`src/rtl/uart_simplex_tx.sv`:
```
// ============================================================================
// uart_simplex_tx
// ----------------------------------------------------------------------------
// Transmit-only UART serializer. A byte offered with a one-cycle start request
// is captured and shifted out on a single serial line. The frame is a start
// bit (0), eight data bits LSB first, an optional even-parity bit and a stop
// bit (1). Every serial bit is held for CLKS_PER_BIT system clocks.
//
// Configuration macro:
//   UART_PARITY_EN  when defined, an even-parity bit (XOR of D0..D7) is sent
//                   between D7 and the stop bit, giving an 11-bit frame.
//                   When undefined the frame is 10 bits.
//
// Parameters:
//   CLKS_PER_BIT    system clocks per serial bit, legal range 1..65535
//
// Ports:
//   i_CLK        in   1  system clock, rising edge
//   i_RST        in   1  synchronous active-high reset
//   i_TX_ENABLE  in   1  start request, only looked at while idle
//   i_DATA_IN    in   8  byte to send, captured on the accepting edge
//   o_TX         out  1  registered serial line, idles high
//   o_BUSY       out  1  high while a frame is in progress
//   o_DONE       out  1  one-cycle pulse when a stop bit completes
// ============================================================================
module uart_simplex_tx #(
    parameter int unsigned CLKS_PER_BIT = 16
) (
    input  logic       i_CLK,
    input  logic       i_RST,
    input  logic       i_TX_ENABLE,
    input  logic [7:0] i_DATA_IN,
    output logic       o_TX,
    output logic       o_BUSY,
    output logic       o_DONE
);

    // The baud counter needs at least one bit even when CLKS_PER_BIT is 1;
    // in that case it simply stays at zero and every cycle is a bit tick.
    localparam int unsigned BAUD_W = (CLKS_PER_BIT > 1) ? $clog2(CLKS_PER_BIT) : 1;
    localparam logic [BAUD_W-1:0] BAUD_LAST = BAUD_W'(CLKS_PER_BIT - 1);

`ifdef UART_PARITY_EN
    // One extra shift-register bit carries the parity bit behind D7.
    localparam int unsigned SHIFT_W    = 10;
    localparam int unsigned FRAME_BITS = 11;
`else
    localparam int unsigned SHIFT_W    = 9;
    localparam int unsigned FRAME_BITS = 10;
`endif

    // Index of the stop bit; its final tick ends the frame.
    localparam logic [3:0] LAST_BIT = 4'(FRAME_BITS - 1);

    typedef enum logic {
        IDLE     = 1'b0,
        TRANSMIT = 1'b1
    } state_t;

    state_t               state_q, state_d;
    logic [SHIFT_W-1:0]   txShift_q, txShift_d;
    logic [3:0]           bitCount_q, bitCount_d;
    logic [BAUD_W-1:0]    baudCount_q, baudCount_d;
    logic                 txLine_q, txLine_d;
    logic                 done_q, done_d;

    logic                 baudTick;
    logic [SHIFT_W-1:0]   loadValue;

    // Frame image loaded on acceptance. Bit 0 is the start bit so the line
    // can be driven straight from the shift register's LSB; stop bits come
    // from the ones shifted in at the top.
`ifdef UART_PARITY_EN
    assign loadValue = {^i_DATA_IN, i_DATA_IN, 1'b0};
`else
    assign loadValue = {i_DATA_IN, 1'b0};
`endif

    assign baudTick = (baudCount_q == BAUD_LAST);

    // Next-state logic. Enable is only honoured in IDLE, so requests that
    // arrive mid-frame are dropped rather than queued. The serial line is
    // computed from the next-state values so that o_TX is a flop output that
    // already shows the start bit in the cycle after acceptance.
    always_comb begin
        state_d     = state_q;
        txShift_d   = txShift_q;
        bitCount_d  = bitCount_q;
        baudCount_d = baudCount_q;
        done_d      = 1'b0;

        case (state_q)
            IDLE: begin
                if (i_TX_ENABLE) begin
                    txShift_d   = loadValue;
                    bitCount_d  = 4'd0;
                    baudCount_d = '0;
                    state_d     = TRANSMIT;
                end
            end

            TRANSMIT: begin
                if (baudTick) begin
                    baudCount_d = '0;
                    txShift_d   = {1'b1, txShift_q[SHIFT_W-1:1]};
                    if (bitCount_q == LAST_BIT) begin
                        // Stop bit finished: leave with a done pulse and
                        // park the counter so it never runs past the frame.
                        state_d    = IDLE;
                        done_d     = 1'b1;
                        bitCount_d = 4'd0;
                    end else begin
                        bitCount_d = bitCount_q + 4'd1;
                    end
                end else begin
                    baudCount_d = baudCount_q + 1'b1;
                end
            end

            default: begin
                state_d = IDLE;
            end
        endcase

        txLine_d = (state_d == TRANSMIT) ? txShift_d[0] : 1'b1;
    end

    // State and datapath registers. Reset has priority over everything and
    // aborts any frame in flight; the line goes back to its idle-high level.
    always_ff @(posedge i_CLK) begin
        if (i_RST) begin
            state_q     <= IDLE;
            txShift_q   <= '0;
            bitCount_q  <= 4'd0;
            baudCount_q <= '0;
            txLine_q    <= 1'b1;
            done_q      <= 1'b0;
        end else begin
            state_q     <= state_d;
            txShift_q   <= txShift_d;
            bitCount_q  <= bitCount_d;
            baudCount_q <= baudCount_d;
            txLine_q    <= txLine_d;
            done_q      <= done_d;
        end
    end

    assign o_TX   = txLine_q;
    assign o_BUSY = (state_q == TRANSMIT);
    assign o_DONE = done_q;

endmodule

```
`config.mk`:
```
export PLATFORM = sky130hd
export DESIGN_NAME = uart_simplex_tx
export DESIGN_NICKNAME = d
export VERILOG_FILES = /design/src/rtl/uart_simplex_tx.sv
export SDC_FILE = /design/constraint.sdc
export NUM_CORES = 1
export LEC_CHECK = 0
export ABC_AREA = 1
export CELL_PAD_IN_SITES_DETAIL_PLACEMENT = 1
export CELL_PAD_IN_SITES_GLOBAL_PLACEMENT = 1
export CORE_ASPECT_RATIO = 1.75
export CORE_MARGIN = 1.5
export CORE_UTILIZATION = 35
export CTS_CLUSTER_DIAMETER = 200
export DETAILED_ROUTE_END_ITERATION = 7
export PLACE_DENSITY_LB_ADDON = 0.1
export SKIP_LAST_GASP = 1
export SLEW_MARGIN = 20
export SYNTH_ARGS = -nofsm -noshare
export SYNTH_HDL_FRONTEND = slang
export SYNTH_SLANG_ARGS = --single-unit
```
`constraint.sdc`:
```
create_clock -name i_CLK -period 1.4 [get_ports i_CLK]
set_input_delay 0.42 -clock i_CLK [delete_from_list [all_inputs] [get_ports i_CLK]]
set_output_delay 0.42 -clock i_CLK [all_outputs]
set_load 0.01 [all_outputs]
```
==> qor.txt, run 1 <==
core area = 2659 um^2
r2r setup slk = 0.14 ns
setup violators final = 0
Die Width = 42.74 um
RSZ-0062 raised after global routing = no
Post-Synthesis Cells = 136
EDFF count, synth = 0
post-route cell area = 1264 um^2
post-synthesis sequential area ratio = 0.4140
die height = 72.54 um
CTS hold repair buffers = 0
CTS tree = built
antenna-violating nets left = 0
Worst setup SP type = input port
CP required = 1.58 ns
worst hold path startpoint = txShift_q[0]$_SDFF_PP0_
Die ar. = 3100 um^2
R2R Path Start = baudCount_q[1]$_SDFFE_PP0P_
CTS max path bufs = 2
Clock Latency Late Sink = 0.25 ns
# clock sinks = 20
initial antenna violation count = 0
H-tree Lvls = 1
Post-synth top cells = nand2_1, nor2_1, dfxtp_1
pre-CTS setup slack = -0.2168 ns
MaxCap Viol Count = 0
Final Util = 0.4753
CTS buffer count = 3
# rows = 25
Max Fclk = 0.7755 GHz
skew final = 0.005782 ns
# IOs = 14
Remaining DRCs = 0
Worst R2R Path Depth = 7
Clock transition at path regs = 0.07 ns
Final Hold Vio Count = 0
CP endpoint kind = register
initial core utilization = 0.3638
DRT iter0 DRCs = 13
Max VDD drop = 493.4 uV
Final period util = 0.9211
CP arrival = 1.47 ns
Primary FF master, synth = dfxtp_1
setup tns final = 0 ns
GR Overflow Total = 0
top cells by area, synth = dfxtp_1, nand2_1, nor2_1
crit path max fanout = 7
drt pass-1 iters = 4
final setup margin = 0.1105 ns
status = complete, no violations
final layout net count = 175
leakage power = 0.5653 nW
first-pass GRT wire length = 4284 um
largest net degree at the start of global routing = 12
All-Layer GR Usage = 0.1798
antenna cells = 0
post-synth top area share = 0.4140
HPWL Detailed = 1872 um
area leader, netlist = dfxtp_1
syn_nets = 150
ys async rst share = 0
DR vias = 923
WL/cell = 12.47 um
IO Port Bufs = 13
Post-Route WL = 2331 um
fin. max-slew vios = 0
min Tclk post-route = 1.289 ns
vias in the first global route = 1003
Hold Crit Endpoint = o_TX$_SDFF_PP1_
Synth cell types = 20
worst r2r dst = o_TX$_SDFF_PP1_
critical path class = input port to register
hold depth = 2
Least-Margin Pin Slew = 0.3053 ns
P&R area growth vs syn = 30.66%
mean post-synth cell area = 7.112 um^2
Synth warnings = 0
CTS root buffer = clkbuf_8
flops & latches, synth = 20
count leader, synth = nand2_1
total power = 1.187 mW
Placer Congestion = 0.7283
worst min path class = register to register
slew margin rel. = 0.7962
Post-Synthesis Cell Area = 967.2 um^2
area post-placement = 1187 um^2
layout cells sized above 1 = 0.1688
Power Density = 939.6 nW/um^2
Avg Vias per Cell = 4.936
==> state kept, by name, summed over array words and instances, names as in the netlist <==
name	flops
o_TX	1
txShift_q	9
bitCount_q	4
baudCount_q	4
o_BUSY	1
o_DONE	1
==> timing repair <==
action	in CTS	in global routing
pin swaps	0	0
setup buffers	0	0
hold endpoints to repair	0	0
resized for setup	5	5
endpoints found under the setup margin	12	10
==> area by class of cell <==
class                   count  area (um^2)
inverters                  15        56.30
flip-flops and latches     20        402.9
fillers                   352         1395
well taps                  27        33.78
multi-input cells          99        509.2
clock buffers               4        55.05
repair buffers             22        206.4
==> critical path: stages <==
cell and delay, ns:
clkdlybuf4s50_1 0.47, nand2_4 0.14, inv_2 0.07, nor2_2 0.15
nand2_1 0.09, a21oi_1 0.13
==> cells by family after synthesis <==
group	after synthesis	share of synthesized area
flip-flops	20	0.4140
AND/OR/NAND/NOR	74	0.3467
buffers and inverters	17	0.08280
adder cells (fa/ha/maj)	3	0.03881
AO/OA/AOI/OAI	21	0.1087
XOR/XNOR	1	0.009057
==> worst max-delay path by stage <==
stage,depth (start not counted),slack [ns],to,from
5_1_grt,7,0.02,txShift_q[7]$_SDFFE_PP0P_,baudCount_q[2]$_SDFFE_PP0P_
2_1_floorplan,7,0.16,o_BUSY$_SDFF_PP0_,baudCount_q[0]$_SDFFE_PP0P_
3_5_place_dp,6,-0.22,txShift_q[0]$_SDFF_PP0_,i_TX_ENABLE
4_1_cts,8,0.04,txShift_q[6]$_SDFFE_PP0P_,baudCount_q[0]$_SDFFE_PP0P_
6_report,6,0.11,txShift_q[0]$_SDFF_PP0_,i_TX_ENABLE
3_3_place_gp,6,-0.18,txShift_q[0]$_SDFF_PP0_,i_TX_ENABLE
==> layer usage <==
layer	global-route usage	wire, um	vias to the layer above
met3	0.02239	37	4
li1	-	-	477
met4	0.08333	40	0
met5	0	0	-
met2	0.3401	1356	11
met1	0.1886	897	431
==> metrics by stage <==
step           hold WS [ns]  cells
2_1_floorplan        0.4270    136
3_3_place_gp         0.4487    183
3_5_place_dp         0.4567    183
4_1_cts              0.4736    187
5_1_grt              0.5067    187
6_report             0.4701    187
==> power breakdown <==
part           leakage (nW)  total [mW]  switching [mW]  internal, mW
registers             0.164       0.605          0.0122         0.593
logic                 0.372       0.144          0.0727        0.0715
clock network        0.0288       0.438           0.188         0.250
==> placed cells by master, fill, tap and decap left out, types with 2 or more instances in the layout <==
| cell | instances |
|---|---|
| inv_2 | 2 |
| clkdlybuf4s50_1 | 10 |
| nand2_1 | 35 |
| ha_1 | 2 |
| nor2_1 | 22 |
| dlygate4sd2_1 | 3 |
| a21oi_1 | 9 |
| clkbuf_8 | 4 |
| dfxtp_2 | 2 |
| o21ai_0 | 11 |
| inv_1 | 13 |
| buf_4 | 8 |
| nand3_1 | 4 |
| nand4_1 | 3 |
| dfxtp_1 | 18 |
| nor2_2 | 4 |
| nand2_4 | 2 |
Note: power is estimated with default switching activity, not from simulation.
==> run 2: changes to the inputs <==
SETUP_SLACK_MARGIN = 0.15   (was not set)
==> run 2 against run 1 <==
Net effect:
- maximum frequency increased by 4.1%
- global-route usage decreased by 0.050 points
- sequential share of layout area decreased by 1.8 points
- clock skew increased by 0.0011 ns
- combinational power increased by 7%
- sequential cell count unchanged
- final cell count increased by 2.1%
- non-clock buffer count increased by 3
- die area unchanged
- first-iteration DRC count decreased by 23%
- sequential power about the same
- critical path type is now register to register
- critical endpoint is now txShift_q[2]$_SDFFE_PP0P_
==> qor.txt, run 2 (synthesis results as in run 1) <==
status = complete, no violations
# clock sinks = 20
Least-Margin Pin Slew = 0.2733 ns
CP arrival = 1.39 ns
vias in the first global route = 1003
worst hold path startpoint = txShift_q[0]$_SDFF_PP0_
antenna-violating nets left = 0
All-Layer GR Usage = 0.1793
P&R area growth vs syn = 40.75%
H-tree Lvls = 1
hold depth = 2
Cell Int Power = 916.4 uW
worst r2r dst = txShift_q[2]$_SDFFE_PP0P_
R2R Path Start = baudCount_q[0]$_SDFFE_PP0P_
Placer Congestion = 0.7283
Largest Register = txShift_q
r2r setup slk = 0.16 ns
Final Hold Vio Count = 0
slowest CP cell = dfxtp_2
Crit path largest cell delay = 0.36 ns
WL/cell = 13.64 um
slew margin rel. = 0.8176
CTS max path bufs = 2
layout cells sized above 1 = 0.2561
worst min path class = register to register
Final period util = 0.8849
# rows = 25
DR vias = 945
drt pass-1 iters = 2
Largest register FFs = 9
Avg Vias per Cell = 4.948
first-pass GRT wire length = 4271 um
critical path class = register to register
switching part of the total = 0.2378
Gate power share = 0.128
largest net degree at the start of global routing = 12
Power Density = 883.2 nW/um^2
CP cell instances = ha_4 > nand4_4 > nand2_2 > nor2_1 > nor2_1 > nor2_1
final layout net count = 179
HPWL Detailed = 1872 um
Final Util = 0.5120
Buffers & Inverters on Critical Path = 0
die height = 72.54 um
Worst R2R Path Depth = 6
core area = 2659 um^2
leakage power = 0.6063 nW
Clock Latency Late Sink = 0.26 ns
CTS root buffer = clkbuf_8
Worst setup SP type = register
register share of total power = 0.503
Hold Crit Endpoint = o_TX$_SDFF_PP1_
initial antenna violation count = 0
antenna cells = 0
CP top delay family = simple AND/OR/NAND/NOR gates
Max Fclk = 0.8072 GHz
DRT iter0 DRCs = 10
fin. max-slew vios = 0
setup violators final = 0
biggest registers after layout = txShift_q: 9 flops, baudCount_q: 4 flops, bitCount_q: 4 flops
most common cell after layout, fill and taps aside = nand2_1
Die ar. = 3100 um^2
hold_ws = 0.4709 ns
CTS tree = built
initial core utilization = 0.3638
# IOs = 14
CP required = 1.55 ns
GR Overflow Total = 0
Die Width = 42.74 um
Clk pwr share = 0.369
worst setup path start = baudCount_q[0]$_SDFFE_PP0P_
Net Sw Power = 286.0 uW
most frequent cells in the layout = nand2_1, nor2_1, dfxtp_1
Clock transition at path regs = 0.08 ns
Post-Route WL = 2606 um
setup tns final = 0 ns
crit path max fanout = 10
MaxCap Viol Count = 0
cell mode on critical path = nor2_1
skew final = 0.006899 ns
CP endpoint kind = register
CTS buffer count = 3
IO Port Bufs = 13
Max VDD drop = 517.6 uV
min Tclk post-route = 1.239 ns
RSZ-0062 raised after global routing = yes
Remaining DRCs = 0
[run 2: worst reg2reg max path: cells and delay by family, from the launching register on]
family                     cells  cell delay [ns]
and+or+nand+nor                5             0.59
DFF                            1             0.36
adders and majority gates      1             0.18
[run 2: stage by stage]
stage | setup WS, ns | area, um^2 | power [mW] | cells
2_1_floorplan | 0.1600 | 967.2 | 0.6854 | 136
3_3_place_gp | -0.1767 | 1187 | 0.7601 | 183
3_5_place_dp | -0.2168 | 1187 | 0.7632 | 183
4_1_cts | 0.1272 | 1279 | 1.216 | 187
5_1_grt | 0.03655 | 1361 | 1.261 | 191
6_report | 0.1612 | 1361 | 1.202 | 191
[run 2: power groups by stage]
stage               clock, mW  combinational [mW]  sequential [mW]
floorplan                   0              0.0645            0.621
global placement            0               0.144            0.616
detailed placement          0               0.146            0.617
CTS                     0.460               0.150            0.606
global route            0.478               0.174            0.609
finish                  0.443               0.154            0.605
[run 2: repair_timing]
| action | CTS | global route |
|---|---|---|
| setup endpoints to repair | 19 | 19 |
| cloned | 0 | 2 |
| hold buffers | 0 | 0 |
| setup buffers | 0 | 2 |
| pin swaps | 2 | 8 |
| gates resized for setup | 15 | 19 |
[run 2: metal layers]
metal / vias up / track usage / wire length, um
li1: 484 / - / -
met1: 446 / 0.1855 / 988
met2: 11 / 0.3418 / 1535
met3: 4 / 0.02239 / 40
met4: 0 / 0.08333 / 42
met5: - / 0 / 0
[run 2: layout make-up]
type | instances | area, um^2
multi-input cells | 100 | 558.0
inverters | 15 | 58.81
repair buffers | 25 | 246.5
well taps | 27 | 33.78
flip-flops and latches | 20 | 409.1
fillers | 341 | 1297
clock buffers | 4 | 55.05
[run 2: how the worst max path moves through the flow]
stage | slack, ns | cells after the start | endpoint
2_1_floorplan | 0.16 | 7 | o_BUSY$_SDFF_PP0_
3_3_place_gp | -0.18 | 6 | txShift_q[0]$_SDFF_PP0_
3_5_place_dp | -0.22 | 6 | txShift_q[0]$_SDFF_PP0_
4_1_cts | 0.13 | 1 | o_DONE
5_1_grt | 0.04 | 9 | bitCount_q[3]$_SDFFE_PP0P_
6_report | 0.16 | 6 | txShift_q[2]$_SDFFE_PP0P_
==> run 3: changes to the inputs <==
CELL_PAD_IN_SITES_DETAIL_PLACEMENT = 0   (was 1)
CTS_CLUSTER_SIZE = 25   (was not set)
RECOVER_POWER = 25   (was not set)
==> run 3 against run 2 <==
Net effect:
- sequential share of layout area up 1.5 points
- maximum frequency up 0.27%
- setup slack better by 0.0034 ns
- clock power down 15%
- first-iteration DRC count unchanged
- die area unchanged
- non-clock buffer count down 2
- sequential power about the same
- clock skew down 0.0043 ns
- critical path type unchanged
- critical endpoint is now bitCount_q[3]$_SDFFE_PP0P_
- largest power group unchanged
==> qor.txt, run 3 (synthesis results as in run 1) <==
status = complete, no violations
Final period util = 0.8825
fin. max-slew vios = 0
worst min path class = register to register
most common cell after layout, fill and taps aside = nand2_1
Clock transition at path regs = 0.07 ns
# rows = 25
biggest registers after layout = txShift_q: 9 flops, baudCount_q: 4 flops, bitCount_q: 4 flops
leakage power = 0.5633 nW
RSZ-0062 raised after global routing = yes
layout cells sized above 1 = 0.1813
Crit path largest cell delay = 0.37 ns
# clock sinks = 20
HPWL Detailed = 1648 um
initial core utilization = 0.3638
setup violators final = 0
Largest Register = txShift_q
WL/cell = 11.55 um
Clock Latency Late Sink = 0.26 ns
Die Width = 42.74 um
Post-Route WL = 2160 um
total power = 1.126 mW
CP arrival = 1.39 ns
antenna cells = 0
MaxCap Viol Count = 0
# IOs = 14
vias in the first global route = 936
slowest CP cell = dfxtp_1
Die ar. = 3100 um^2
Worst setup SP type = register
CP top delay family = simple AND/OR/NAND/NOR gates
DRT iter0 DRCs = 10
Remaining DRCs = 0
min Tclk post-route = 1.235 ns
largest net degree at the start of global routing = 12
Least-Margin Pin Slew = 0.3127 ns
CP cell instances = ha_4 > nand4_4 > nand2_8 > nor2_1 > nor2_1 > nor2_1
first-pass GRT wire length = 3781 um
slew margin rel. = 0.7913
Buffers & Inverters on Critical Path = 0
Avg Vias per Cell = 4.861
cell mode on critical path = nor2_1
pre-CTS setup slack = -0.1924 ns
CTS tree = built
H-tree Lvls = 1
P&R area growth vs syn = 32.47%
die height = 72.54 um
Final Hold Vio Count = 0
CP required = 1.55 ns
Max Fclk = 0.8094 GHz
CP endpoint kind = register
IO Port Bufs = 13
final layout net count = 176
CTS buffer count = 3
Largest register FFs = 9
skew final = 0.002636 ns
critical path class = register to register
Power Density = 878.8 nW/um^2
Max VDD drop = 574.0 uV
All-Layer GR Usage = 0.1635
Placer Congestion = 0.7283
CTS root buffer = clkbuf_8
drt pass-1 iters = 4
core area = 2659 um^2
Final Util = 0.4819
DR vias = 909
GR Overflow Total = 0
most frequent cells in the layout = nand2_1, nor2_1, dfxtp_1
antenna-violating nets left = 0
CTS max path bufs = 2
final setup margin = 0.1645 ns
initial antenna violation count = 0
crit path max fanout = 9
-- run 3: changes by cell type in the layout (fill, tap and decap cells not counted), sizes merged --
cell / change
buf: -3
nand2: -1
-- run 3: final timing paths --
check	start	end	slack, ns	cells after the start
worst max-delay path	baudCount_q[1]$_SDFFE_PP0P_	bitCount_q[3]$_SDFFE_PP0P_	0.16	6
worst min-delay path	txShift_q[0]$_SDFF_PP0_	o_TX$_SDFF_PP1_	0.46	2
worst max register to register	baudCount_q[1]$_SDFFE_PP0P_	bitCount_q[3]$_SDFFE_PP0P_	0.16	6
worst min register to register	txShift_q[0]$_SDFF_PP0_	o_TX$_SDFF_PP1_	0.46	2
-- run 3: repair_timing --
action / 4_1_cts / 5_1_grt
setup endpoints to repair: 19 / 17
setup buffers: 0 / 1
pin swaps: 1 / 1
resized for setup: 15 / 14
hold buffers: 0 / 0
-- run 3: power breakdown --
| part | internal, mW | leakage, nW | switching, mW |
|---|---|---|---|
| Combinational | 0.0704 | 0.377 | 0.0754 |
| Clock | 0.192 | 0.0216 | 0.183 |
| Sequential | 0.593 | 0.165 | 0.0121 |
| Total | 0.855 | 0.563 | 0.271 |
-- run 3: metrics by stage --
stage               hold slack [ns]  instances  TNS [ns]  area (um^2)
CTS                          0.4672        186         0         1265
floorplan                    0.4270        136         0        967.2
finish                       0.4641        187         0         1281
global route                 0.5129        187         0         1281
detailed placement           0.4479        183    -1.863         1187
global placement             0.4487        183    -1.713         1187
-- run 3: cell type report --
cell class	instances	area (um^2)
tap	27	33.78
multi-input combinational	99	540.5
timing repair buffer	23	202.7
sequential	20	404.1
fill	306	1378
clock buffer	3	41.29
inverter	15	58.81
-- run 3: worst reg2reg max path, cell delays in order (launching register included) --
cell     delay [ns]
dfxtp_1        0.37
ha_4           0.18
nand4_4        0.23
nand2_8        0.17
nor2_1         0.05
nor2_1         0.09
nor2_1         0.04
-- run 3: metal layers --
metal	part of all wire	up-vias	GRT usage
met5	0	-	0
li1	-	478	-
met3	0.026	7	0.02239
met1	0.39	407	0.1587
met2	0.55	17	0.3114
met4	0.034	0	0.09722
